===== config.mk =====
export PLATFORM = sky130hd
export DESIGN_NAME = msi_bus_ctrl_flat
export DESIGN_NICKNAME = d
export VERILOG_FILES = /design/src/rtl/msi_bus_ctrl_if.sv /design/src/rtl/msi_bus_ctrl.sv /design/src/flat_wrapper.sv
export SDC_FILE = /design/constraint.sdc
export NUM_CORES = 1
export LEC_CHECK = 0
export CAP_MARGIN = 30
export CORE_MARGIN = 1.5
export CORE_UTILIZATION = 60
export CTS_CLUSTER_SIZE = 12
export DETAILED_ROUTE_END_ITERATION = 10
export PLACE_DENSITY = 0.84
export SLEW_MARGIN = 5
export SYNTH_ARGS = -nofsm -noshare
export SYNTH_HDL_FRONTEND = slang
export SYNTH_SLANG_ARGS = --single-unit

===== constraint.sdc =====
create_clock -name clk -period 6.4 [get_ports clk]
set_input_delay 0.64 -clock clk [delete_from_list [all_inputs] [get_ports clk]]
set_output_delay 0.64 -clock clk [all_outputs]
set_load 0.1 [all_outputs]

===== src/rtl/msi_bus_ctrl_if.sv =====
// Per-cache bus bundle between the cache controllers (master) and msi_bus_ctrl (slave).
// Request/op/addr/data/done fields are packed per cache: cache k owns slice k of each vector.
interface msi_bus_if #(
    parameter int N_CACHE = 2
);
    logic [N_CACHE-1:0]    req;
    logic [3*N_CACHE-1:0]  c_op;
    logic [5*N_CACHE-1:0]  c_addr;
    logic [16*N_CACHE-1:0] c_data;
    logic [N_CACHE-1:0]    c_done;
    logic [N_CACHE-1:0]    grant;
    logic [3*N_CACHE-1:0]  s_op;
    logic [4:0]            s_addr;
    logic [15:0]           s_data;
    logic [N_CACHE-1:0]    s_done;

    modport master (
        output req, c_op, c_addr, c_data, c_done,
        input  grant, s_op, s_addr, s_data, s_done
    );

    modport slave (
        input  req, c_op, c_addr, c_data, c_done,
        output grant, s_op, s_addr, s_data, s_done
    );
endinterface


===== src/rtl/msi_bus_ctrl.sv =====
// MSI snooping bus arbiter plus 32 x 16-bit main memory responder.
// state    | meaning
// IDLE     | no grantee, round-robin arbitration on req
// GRANT    | waiting for the grantee's op (timeout on BusNone)
// SNOOP    | broadcast latched op/addr to non-grantees
// LISTEN   | watch non-grantees for a matching flush
// MEMRD    | memory access latency
// DONE     | s_done pulse with data to the grantee
// RELEASE  | drop grant, advance round-robin pointer
module msi_bus_ctrl #(
    parameter int N_CACHE    = 2,
    parameter int MEM_LAT    = 3,
    parameter int SNOOP_WIN  = 2,
    parameter int OP_TIMEOUT = 4
) (
    input  logic     clk,
    input  logic     reset,
    msi_bus_if.slave bus
);
    localparam int IW = (N_CACHE > 2) ? 2 : 1;
    localparam logic [2:0] OP_RD    = 3'd1;
    localparam logic [2:0] OP_UPGR  = 3'd2;
    localparam logic [2:0] OP_FLUSH = 3'd3;
    localparam logic [2:0] OP_RDX   = 3'd4;

    typedef enum logic [2:0] {
        S_IDLE, S_GRANT, S_SNOOP, S_LISTEN, S_MEMRD, S_DONE, S_RELEASE
    } state_t;

    state_t                 state_q, state_d;
    logic [IW-1:0]          idx_q, idx_d, rr_q, rr_d;
    logic [2:0]             op_q, op_d;
    logic [4:0]             addr_q, addr_d;
    logic [15:0]            data_q, data_d;
    logic [3:0]             cnt_q, cnt_d;
    logic [N_CACHE-1:0]     grant_q, grant_d, s_done_q, s_done_d;
    logic [3*N_CACHE-1:0]   s_op_q, s_op_d;
    logic [4:0]             s_addr_q, s_addr_d;
    logic [15:0]            s_data_q, s_data_d;
    logic [15:0]            mem_q [32];

    logic                   mem_we;
    logic [4:0]             mem_wa;
    logic [15:0]            mem_wd;
    logic [2:0]             g_op;
    logic [4:0]             g_addr;
    logic [15:0]            g_data;
    logic                   fl_hit, hi_hit;
    logic [15:0]            fl_data;
    logic [IW-1:0]          hi_idx, lo_idx, pick_idx;

    assign g_op   = bus.c_op[3*idx_q +: 3];
    assign g_addr = bus.c_addr[5*idx_q +: 5];
    assign g_data = bus.c_data[16*idx_q +: 16];

    // Descending scans so the lowest qualifying index is the one left standing.
    always_comb begin
        hi_hit  = 1'b0;
        hi_idx  = '0;
        lo_idx  = '0;
        fl_hit  = 1'b0;
        fl_data = '0;
        for (int k = N_CACHE - 1; k >= 0; k--) begin
            if (bus.req[k]) begin
                lo_idx = IW'(k);
                if (IW'(k) >= rr_q) begin
                    hi_hit = 1'b1;
                    hi_idx = IW'(k);
                end
            end
            if (IW'(k) != idx_q && bus.c_done[k] && bus.c_op[3*k +: 3] == OP_FLUSH &&
                bus.c_addr[5*k +: 5] == addr_q) begin
                fl_hit  = 1'b1;
                fl_data = bus.c_data[16*k +: 16];
            end
        end
        pick_idx = hi_hit ? hi_idx : lo_idx;
    end

    always_comb begin
        state_d = state_q;
        idx_d   = idx_q;
        rr_d    = rr_q;
        op_d    = op_q;
        addr_d  = addr_q;
        data_d  = data_q;
        cnt_d   = cnt_q;
        mem_we  = 1'b0;
        mem_wa  = addr_q;
        mem_wd  = data_q;
        case (state_q)
            S_IDLE: begin
                if (|bus.req) begin
                    idx_d   = pick_idx;
                    cnt_d   = 4'(OP_TIMEOUT - 1);
                    state_d = S_GRANT;
                end
            end
            S_GRANT: begin
                if (g_op == OP_FLUSH) begin
                    op_d    = OP_FLUSH;
                    addr_d  = g_addr;
                    mem_we  = 1'b1;
                    mem_wa  = g_addr;
                    mem_wd  = g_data;
                    state_d = S_DONE;
                end else if (g_op == OP_RD || g_op == OP_UPGR || g_op == OP_RDX) begin
                    op_d    = g_op;
                    addr_d  = g_addr;
                    state_d = S_SNOOP;
                end else if (cnt_q == 4'd0) begin
                    state_d = S_RELEASE;
                end else begin
                    cnt_d = cnt_q - 4'd1;
                end
            end
            S_SNOOP: begin
                cnt_d   = 4'(SNOOP_WIN - 1);
                state_d = (op_q == OP_UPGR) ? S_DONE : S_LISTEN;
            end
            S_LISTEN: begin
                if (fl_hit) begin
                    data_d  = fl_data;
                    mem_we  = 1'b1;
                    mem_wd  = fl_data;
                    state_d = S_DONE;
                end else if (cnt_q == 4'd0) begin
                    cnt_d   = 4'(MEM_LAT);
                    state_d = S_MEMRD;
                end else begin
                    cnt_d = cnt_q - 4'd1;
                end
            end
            S_MEMRD: begin
                // MEM_LAT cycles of access, then one cycle to latch the word.
                if (cnt_q == 4'd0) begin
                    data_d  = mem_q[addr_q];
                    state_d = S_DONE;
                end else begin
                    cnt_d = cnt_q - 4'd1;
                end
            end
            S_DONE:    state_d = S_RELEASE;
            S_RELEASE: begin
                rr_d    = (idx_q == IW'(N_CACHE - 1)) ? '0 : idx_q + 1'b1;
                state_d = S_IDLE;
            end
            default:   state_d = S_IDLE;
        endcase

        // Outputs are registered from the state being entered.
        grant_d  = '0;
        s_op_d   = '0;
        s_done_d = '0;
        s_addr_d = '0;
        s_data_d = '0;
        if (state_d inside {S_GRANT, S_SNOOP, S_LISTEN, S_MEMRD, S_DONE})
            grant_d[idx_d] = 1'b1;
        if (state_d == S_SNOOP) begin
            for (int k = 0; k < N_CACHE; k++)
                if (IW'(k) != idx_d) s_op_d[3*k +: 3] = op_d;
        end
        if (state_d == S_SNOOP || state_d == S_DONE)
            s_addr_d = addr_d;
        if (state_d == S_DONE) begin
            s_done_d[idx_d] = 1'b1;
            if (op_d == OP_RD || op_d == OP_RDX) s_data_d = data_d;
        end
    end

    always_ff @(posedge clk) begin
        if (reset) begin
            state_q  <= S_IDLE;
            idx_q    <= '0;
            rr_q     <= '0;
            op_q     <= '0;
            addr_q   <= '0;
            data_q   <= '0;
            cnt_q    <= '0;
            grant_q  <= '0;
            s_op_q   <= '0;
            s_addr_q <= '0;
            s_data_q <= '0;
            s_done_q <= '0;
            for (int i = 0; i < 32; i++)
                mem_q[i] <= {2'b00, 5'(i), 1'b1, 2'b00, 5'(i), 1'b0};
        end else begin
            state_q  <= state_d;
            idx_q    <= idx_d;
            rr_q     <= rr_d;
            op_q     <= op_d;
            addr_q   <= addr_d;
            data_q   <= data_d;
            cnt_q    <= cnt_d;
            grant_q  <= grant_d;
            s_op_q   <= s_op_d;
            s_addr_q <= s_addr_d;
            s_data_q <= s_data_d;
            s_done_q <= s_done_d;
            if (mem_we) mem_q[mem_wa] <= mem_wd;
        end
    end

    assign bus.grant  = grant_q;
    assign bus.s_op   = s_op_q;
    assign bus.s_addr = s_addr_q;
    assign bus.s_data = s_data_q;
    assign bus.s_done = s_done_q;
endmodule


===== src/flat_wrapper.sv =====
// flat-port wrapper written by rule: the top's interface ports become plain ports
module msi_bus_ctrl_flat 
#(
    parameter int N_CACHE    = 2,
    parameter int MEM_LAT    = 3,
    parameter int SNOOP_WIN  = 2,
    parameter int OP_TIMEOUT = 4
)
  (clk, reset, bus_req, bus_c_op, bus_c_addr, bus_c_data, bus_c_done, bus_grant, bus_s_op, bus_s_addr, bus_s_data, bus_s_done);
  msi_bus_if #(.N_CACHE(N_CACHE)) bus_i ();
  input  logic clk;
  input  logic reset;
  input wire logic [$bits(bus_i.req)-1:0] bus_req;
  input wire logic [$bits(bus_i.c_op)-1:0] bus_c_op;
  input wire logic [$bits(bus_i.c_addr)-1:0] bus_c_addr;
  input wire logic [$bits(bus_i.c_data)-1:0] bus_c_data;
  input wire logic [$bits(bus_i.c_done)-1:0] bus_c_done;
  output wire logic [$bits(bus_i.grant)-1:0] bus_grant;
  output wire logic [$bits(bus_i.s_op)-1:0] bus_s_op;
  output wire logic [$bits(bus_i.s_addr)-1:0] bus_s_addr;
  output wire logic [$bits(bus_i.s_data)-1:0] bus_s_data;
  output wire logic [$bits(bus_i.s_done)-1:0] bus_s_done;
  assign bus_i.req = bus_req;
  assign bus_i.c_op = bus_c_op;
  assign bus_i.c_addr = bus_c_addr;
  assign bus_i.c_data = bus_c_data;
  assign bus_i.c_done = bus_c_done;
  assign bus_grant = bus_i.grant;
  assign bus_s_op = bus_i.s_op;
  assign bus_s_addr = bus_i.s_addr;
  assign bus_s_data = bus_i.s_data;
  assign bus_s_done = bus_i.s_done;
  msi_bus_ctrl #(.N_CACHE(N_CACHE), .MEM_LAT(MEM_LAT), .SNOOP_WIN(SNOOP_WIN), .OP_TIMEOUT(OP_TIMEOUT)) u_core (.clk(clk), .reset(reset), .bus(bus_i));
endmodule

### Yosys cells after proc, flatten, opt, wreduce, memory -nomap -nowiden

Memories as Yosys holds them, arrays and structs flattened. A register that Yosys moved wholly into a read port is not among the register bits.
Cells that the tools add are included.

* bits in registers: 64
* bits in latches: 0
* memory bits (writable): 512
* bits in read-only memories: 0
* input bits: 54
* output and inout port bits: 31
* logic and storage cells: 141
* memories: 1

* $add $sub $neg: 2
* multiply operators: 2
* div/mod/pow operators: 0
* magnitude comparators: 4
* equality and inequality tests: 26
* shift-type cells: 3
* mux-type cells: 59
* bitwise logic cells: 7
* reduce and logical (&&, ||, !) cells: 24

Memory list
* u_core.mem_q: words 32, bits a word 16, read ports 1, clocked after Yosys merged registers in 1, write ports 32, RTL line msi_bus_ctrl.sv:40 `logic [15:0] mem_q [32];`

Operators by type and width (number)
* 16-bit 2-to-1 mux: 6
* 16-bit case mux with 2 select lines: 2
* 5-bit 2-to-1 mux: 7
* 3-bit 2-to-1 mux: 11
* 32-bit by 6-bit variable part select with 16-bit output: 1
* 3-bit by 2-bit equality test with 1-bit output, second input constant: 9
* 4-bit 2-to-1 mux: 6
* 1-bit 2-to-1 mux: 23
* 3-bit equality test, second input constant: 7
* 4-bit case mux with 5 select lines: 1
* 3-bit case mux with 6 select lines: 1
* 16-bit OR reduction: 1
* 3-bit by 1-bit equality test with 1-bit output, second input constant: 4
* 5-bit equality test: 2
* 5-bit nonzero test: 2
* 10-bit by 5-bit variable part select with 5-bit output: 1
* 3-bit OR reduction: 3
* 2-bit OR reduction: 4
* 1-bit logical AND: 7
* 1-bit inverter: 7
* 2-bit inequality test, second input constant: 3
* 6-bit by 4-bit variable part select with 3-bit output: 1
* 5-bit AND reduction: 1
* 4-bit zero test: 1
* other kinds (12): 16

### Longest topological paths before layout

* word-level depth: 13
* depth in mapped cells: 12
* mapped depth without buffers: 9

### Worst setup path before layout

OpenSTA, ideal clock, no wires.

* path kind: input -> register
* start: input port bus_c_op[2]
* end: memory u_core.mem_q[28][0], enable pin
* library setup time: 0.375 ns
* arrival time: 2.646 ns
* required time: 6.025 ns
* setup slack: 3.379 ns
* stages on the path: 8
* path buffers: 1
* cell sequence: nand2b_1 > nor4_2 > nand4_1 > a211oi_1 > o21a_1 > buf_2 > nand2_1 > nand2b_1

RTL lines
* start: declaration: RTL line flat_wrapper.sv:14 `input wire logic [$bits(bus_i.c_op)-1:0] bus_c_op;`
* end: declaration: RTL line msi_bus_ctrl.sv:40

==> out/qor.yml <==
hold_start: "u_core.cnt_q[0]"
globalRouteOverflowTotal: 0
row_count: 76
drive_gt1_frac: 0.1860
drc: 0
grt_pass1_vias: 16927
cts-root-buf: "clkbuf_16"
power_switching_w: 0.003191
cts-htree-levels: 2
powerDensity_mw_per_mm2: 344.7
core_area_mm2: 0.04317
post_cts_buffers: 0
synth-seq-cells: 576
synth_edf_count: 512
tns_ns: 0
hold_buffers: 0
required_ns: 6.63
rsz0062_at_grt: "no"
period_minus_slack_ns: 4.490
synth_compound_gate_area_share: 0.04582
firstDrtPassIters: 7
cts_num_sinks: 576
maxCapViolCount: 0
dieArea_mm2: 0.04509
endpoint: "u_core.mem_q[28][11]"
area_growth_pct: 11.47
fin_worst_skew_ns: 0.01451
fin_ws_ns: 1.910
r2r_slack_ns: 1.91
finalCritPeriodShare: 0.7016
wl_per_cell_um: 28.63
clock_path_buffers: 3
routed_wirelength_um: 72810
power_leakage_nw: 8.484
die_h_um: 212.4
startpoint: "u_core.addr_q[3]"
crit_path_start_kind: "flop"
status: "complete, no violations"
max-slew-margin-rel: 0.2696
synth.avg_cell_area_um2: 13.94
pwr-share-clk: 0.299
antenna_found_initial: 4
ir_drop_v: 0.0002089
layout_commonest_cell: "edfxtp_1"
cts_made_buffers: 56
dp_slack_ns: 1.531
yosys.area_share.simple: 0.1292
finalHoldViolCount: 0
final_cell_mix: "edfxtp_1 (512), nor2_1 (421), nand2_1 (238), mux4_2 (160), clkdlybuf4s50_1 (83)"
cp-end-kind: "flop"
drt_iter0_drc: 2723
cts.clk_slew.worst_paths_ns: 0.06
via_per_inst: 6.868
gp_congestion: 0.9526
synth-xor-area-share: 0.003997
worst_pin_slew_ns: 1.088
syn_nets: 1942
io_buffers: 84
ys_types: 70
p_int_w: 0.006912
ctsResizeCount: 0
synthAdderAreaFrac: 0.0004758
path_max_fanout: 33
crit_type: "flop to flop"
max_freq_mhz: 222.7
fillers: 2718
ios: 85
grt_max_degree: 73
ys_warn_count: 0
final_nets: 1984
slew_violations: 0
r2r_cells: 8
combPwrFrac: 0.273
synthesis.area_mm2: 0.02630
cts_tree: "built"
seqPwrFrac: 0.428
r2r_end: "u_core.mem_q[28][11]"
track_usage: 0.3291
reg2reg_from: "u_core.addr_q[3]"
hp-class: "flop to flop"
postRouteAntennaNets: 0
grt_pass1_wl_um: 107000
clk_latency_ns: 0.62
cp_data_arrival_time_ns: 4.72
dp_hpwl_um: 46470
ys_async_sr_fraction: 0
switching_share: 0.3158
synth_mux_area_frac: 0.1585
finalSetupViolCount: 0
power_w: 0.01010
synth-main-ff-cell: "edfxtp_1"
vias: 17466
ys_seq_area_frac: 0.6334
syn_inst: 1887
synth_top_family_by_area: "multiplexers"
start_util: 0.6091
die_x_um: 212.4
==> through the flow <==
step / std cells / util / hold WS (ns) / cell area (µm²)
floorplan: 1887 / - / 0.4353 / 26300
global placement: 2443 / 0.6373 / 0.4526 / 27520
detailed placement: 2452 / 0.6404 / 0.4559 / 27650
CTS: 2538 / 0.6772 / 0.4695 / 29240
global route: 2542 / 0.6789 / 0.4864 / 29310
finish: 2543 / 0.6790 / 0.4734 / 29310
==> critical path, stage by stage (launching register included) <==
cell and delay [ns]:
dfxtp_1 0.74, xor2_1 0.16, nor4_2 0.32, nand4_1 0.16, buf_4 0.26, a211oi_1 0.56
o21a_1 0.63, nand2_1 0.45, nand2b_1 0.81
==> worst min path at each step <==
stage                                 end  cells past startpoint
after global routing      u_core.cnt_q[0]                      1
after global placement    u_core.cnt_q[0]                      1
final                     u_core.cnt_q[0]                      1
after floorplan           u_core.cnt_q[0]                      1
after detailed placement  u_core.cnt_q[0]                      1
after CTS                 u_core.cnt_q[0]                      1
==> cells by family after synthesis <==
group                      count (synthesis)
xor gates and xnor gates                  12
AOI/OAI and AO/OA                        138
buffers and inverters                    149
adders and majority gates                  1
DFF                                      576
and+or+nand+nor                          801
muxes                                    210
==> power by group through the flow <==
stage | clock (W) | combinational, W | sequential (W)
2_1_floorplan | 0 | 0.00180 | 0.00442
6_report | 0.00302 | 0.00276 | 0.00432
5_1_grt | 0.00315 | 0.00284 | 0.00433
3_5_place_dp | 0 | 0.00256 | 0.00445
4_1_cts | 0.00301 | 0.00260 | 0.00437
3_3_place_gp | 0 | 0.00248 | 0.00443
==> cells in the mapped netlist, types with 8 or more instances <==
master	count	area, µm²
buf_2	72	360.4
o21ai_0	14	70.07
mux4_2	160	3603
nand2b_1	37	231.5
mux2i_1	22	220.2
a211oi_2	12	150.1
buf_6	8	90.09
clkbuf_1	45	168.9
o21ai_1	11	55.05
nand2_1	238	893.4
and3_1	17	106.4
nor2b_1	23	143.9
nor2_1	422	1584
buf_1	12	45.04
dfxtp_1	64	1281
nor3_1	14	70.07
nand3_1	11	55.05
nor2_2	12	75.07
edfxtp_1	512	15370
mux2_2	23	259.0
a21oi_1	29	145.1
a22oi_1	14	105.1
a2111oi_2	11	165.2
a211oi_1	9	67.56
==> per-layer routing <==
layer / share of wire / GRT usage / vias up
met5: 0.00062 / 0 / -
met4: 0.056 / 0.1570 / 6
met3: 0.16 / 0.1052 / 303
met2: 0.46 / 0.5128 / 1589
met1: 0.33 / 0.4231 / 8544
li1: - / - / 7024
==> flip-flops by register name, indices dropped and copies added (netlist names) <==
| name | cells |
|---|---|
| u_core.idx_q | 1 |
| u_core.bus.s_data | 16 |
| u_core.op_q | 3 |
| u_core.data_q | 16 |
| u_core.bus.s_addr | 5 |
| u_core.bus.grant | 2 |
| u_core.mem_q | 512 |
| u_core.cnt_q | 4 |
| u_core.bus.s_done | 2 |
| u_core.state_q | 3 |
| u_core.rr_q | 1 |
| u_core.addr_q | 5 |
| u_core.bus.s_op | 6 |
==> area by class of cell <==
| cell class | instances | area, µm² | share of cell area |
|---|---|---|---|
| Clock inverter | 11 | 107.6 | 0.003671 |
| Inverter | 4 | 15.01 | 0.0005122 |
| Multi-Input combinational cell | 1162 | 9027 | 0.3080 |
| Timing Repair Buffer | 129 | 1280 | 0.04367 |
| Sequential cell | 576 | 16660 | 0.5685 |
| Tap cell | 585 | 732.0 | 0.02497 |
| Antenna cell | 1 | 2.502 | 0.00008537 |
| Clock buffer | 75 | 1483 | 0.05058 |
(Power assumes the default switching activity.)
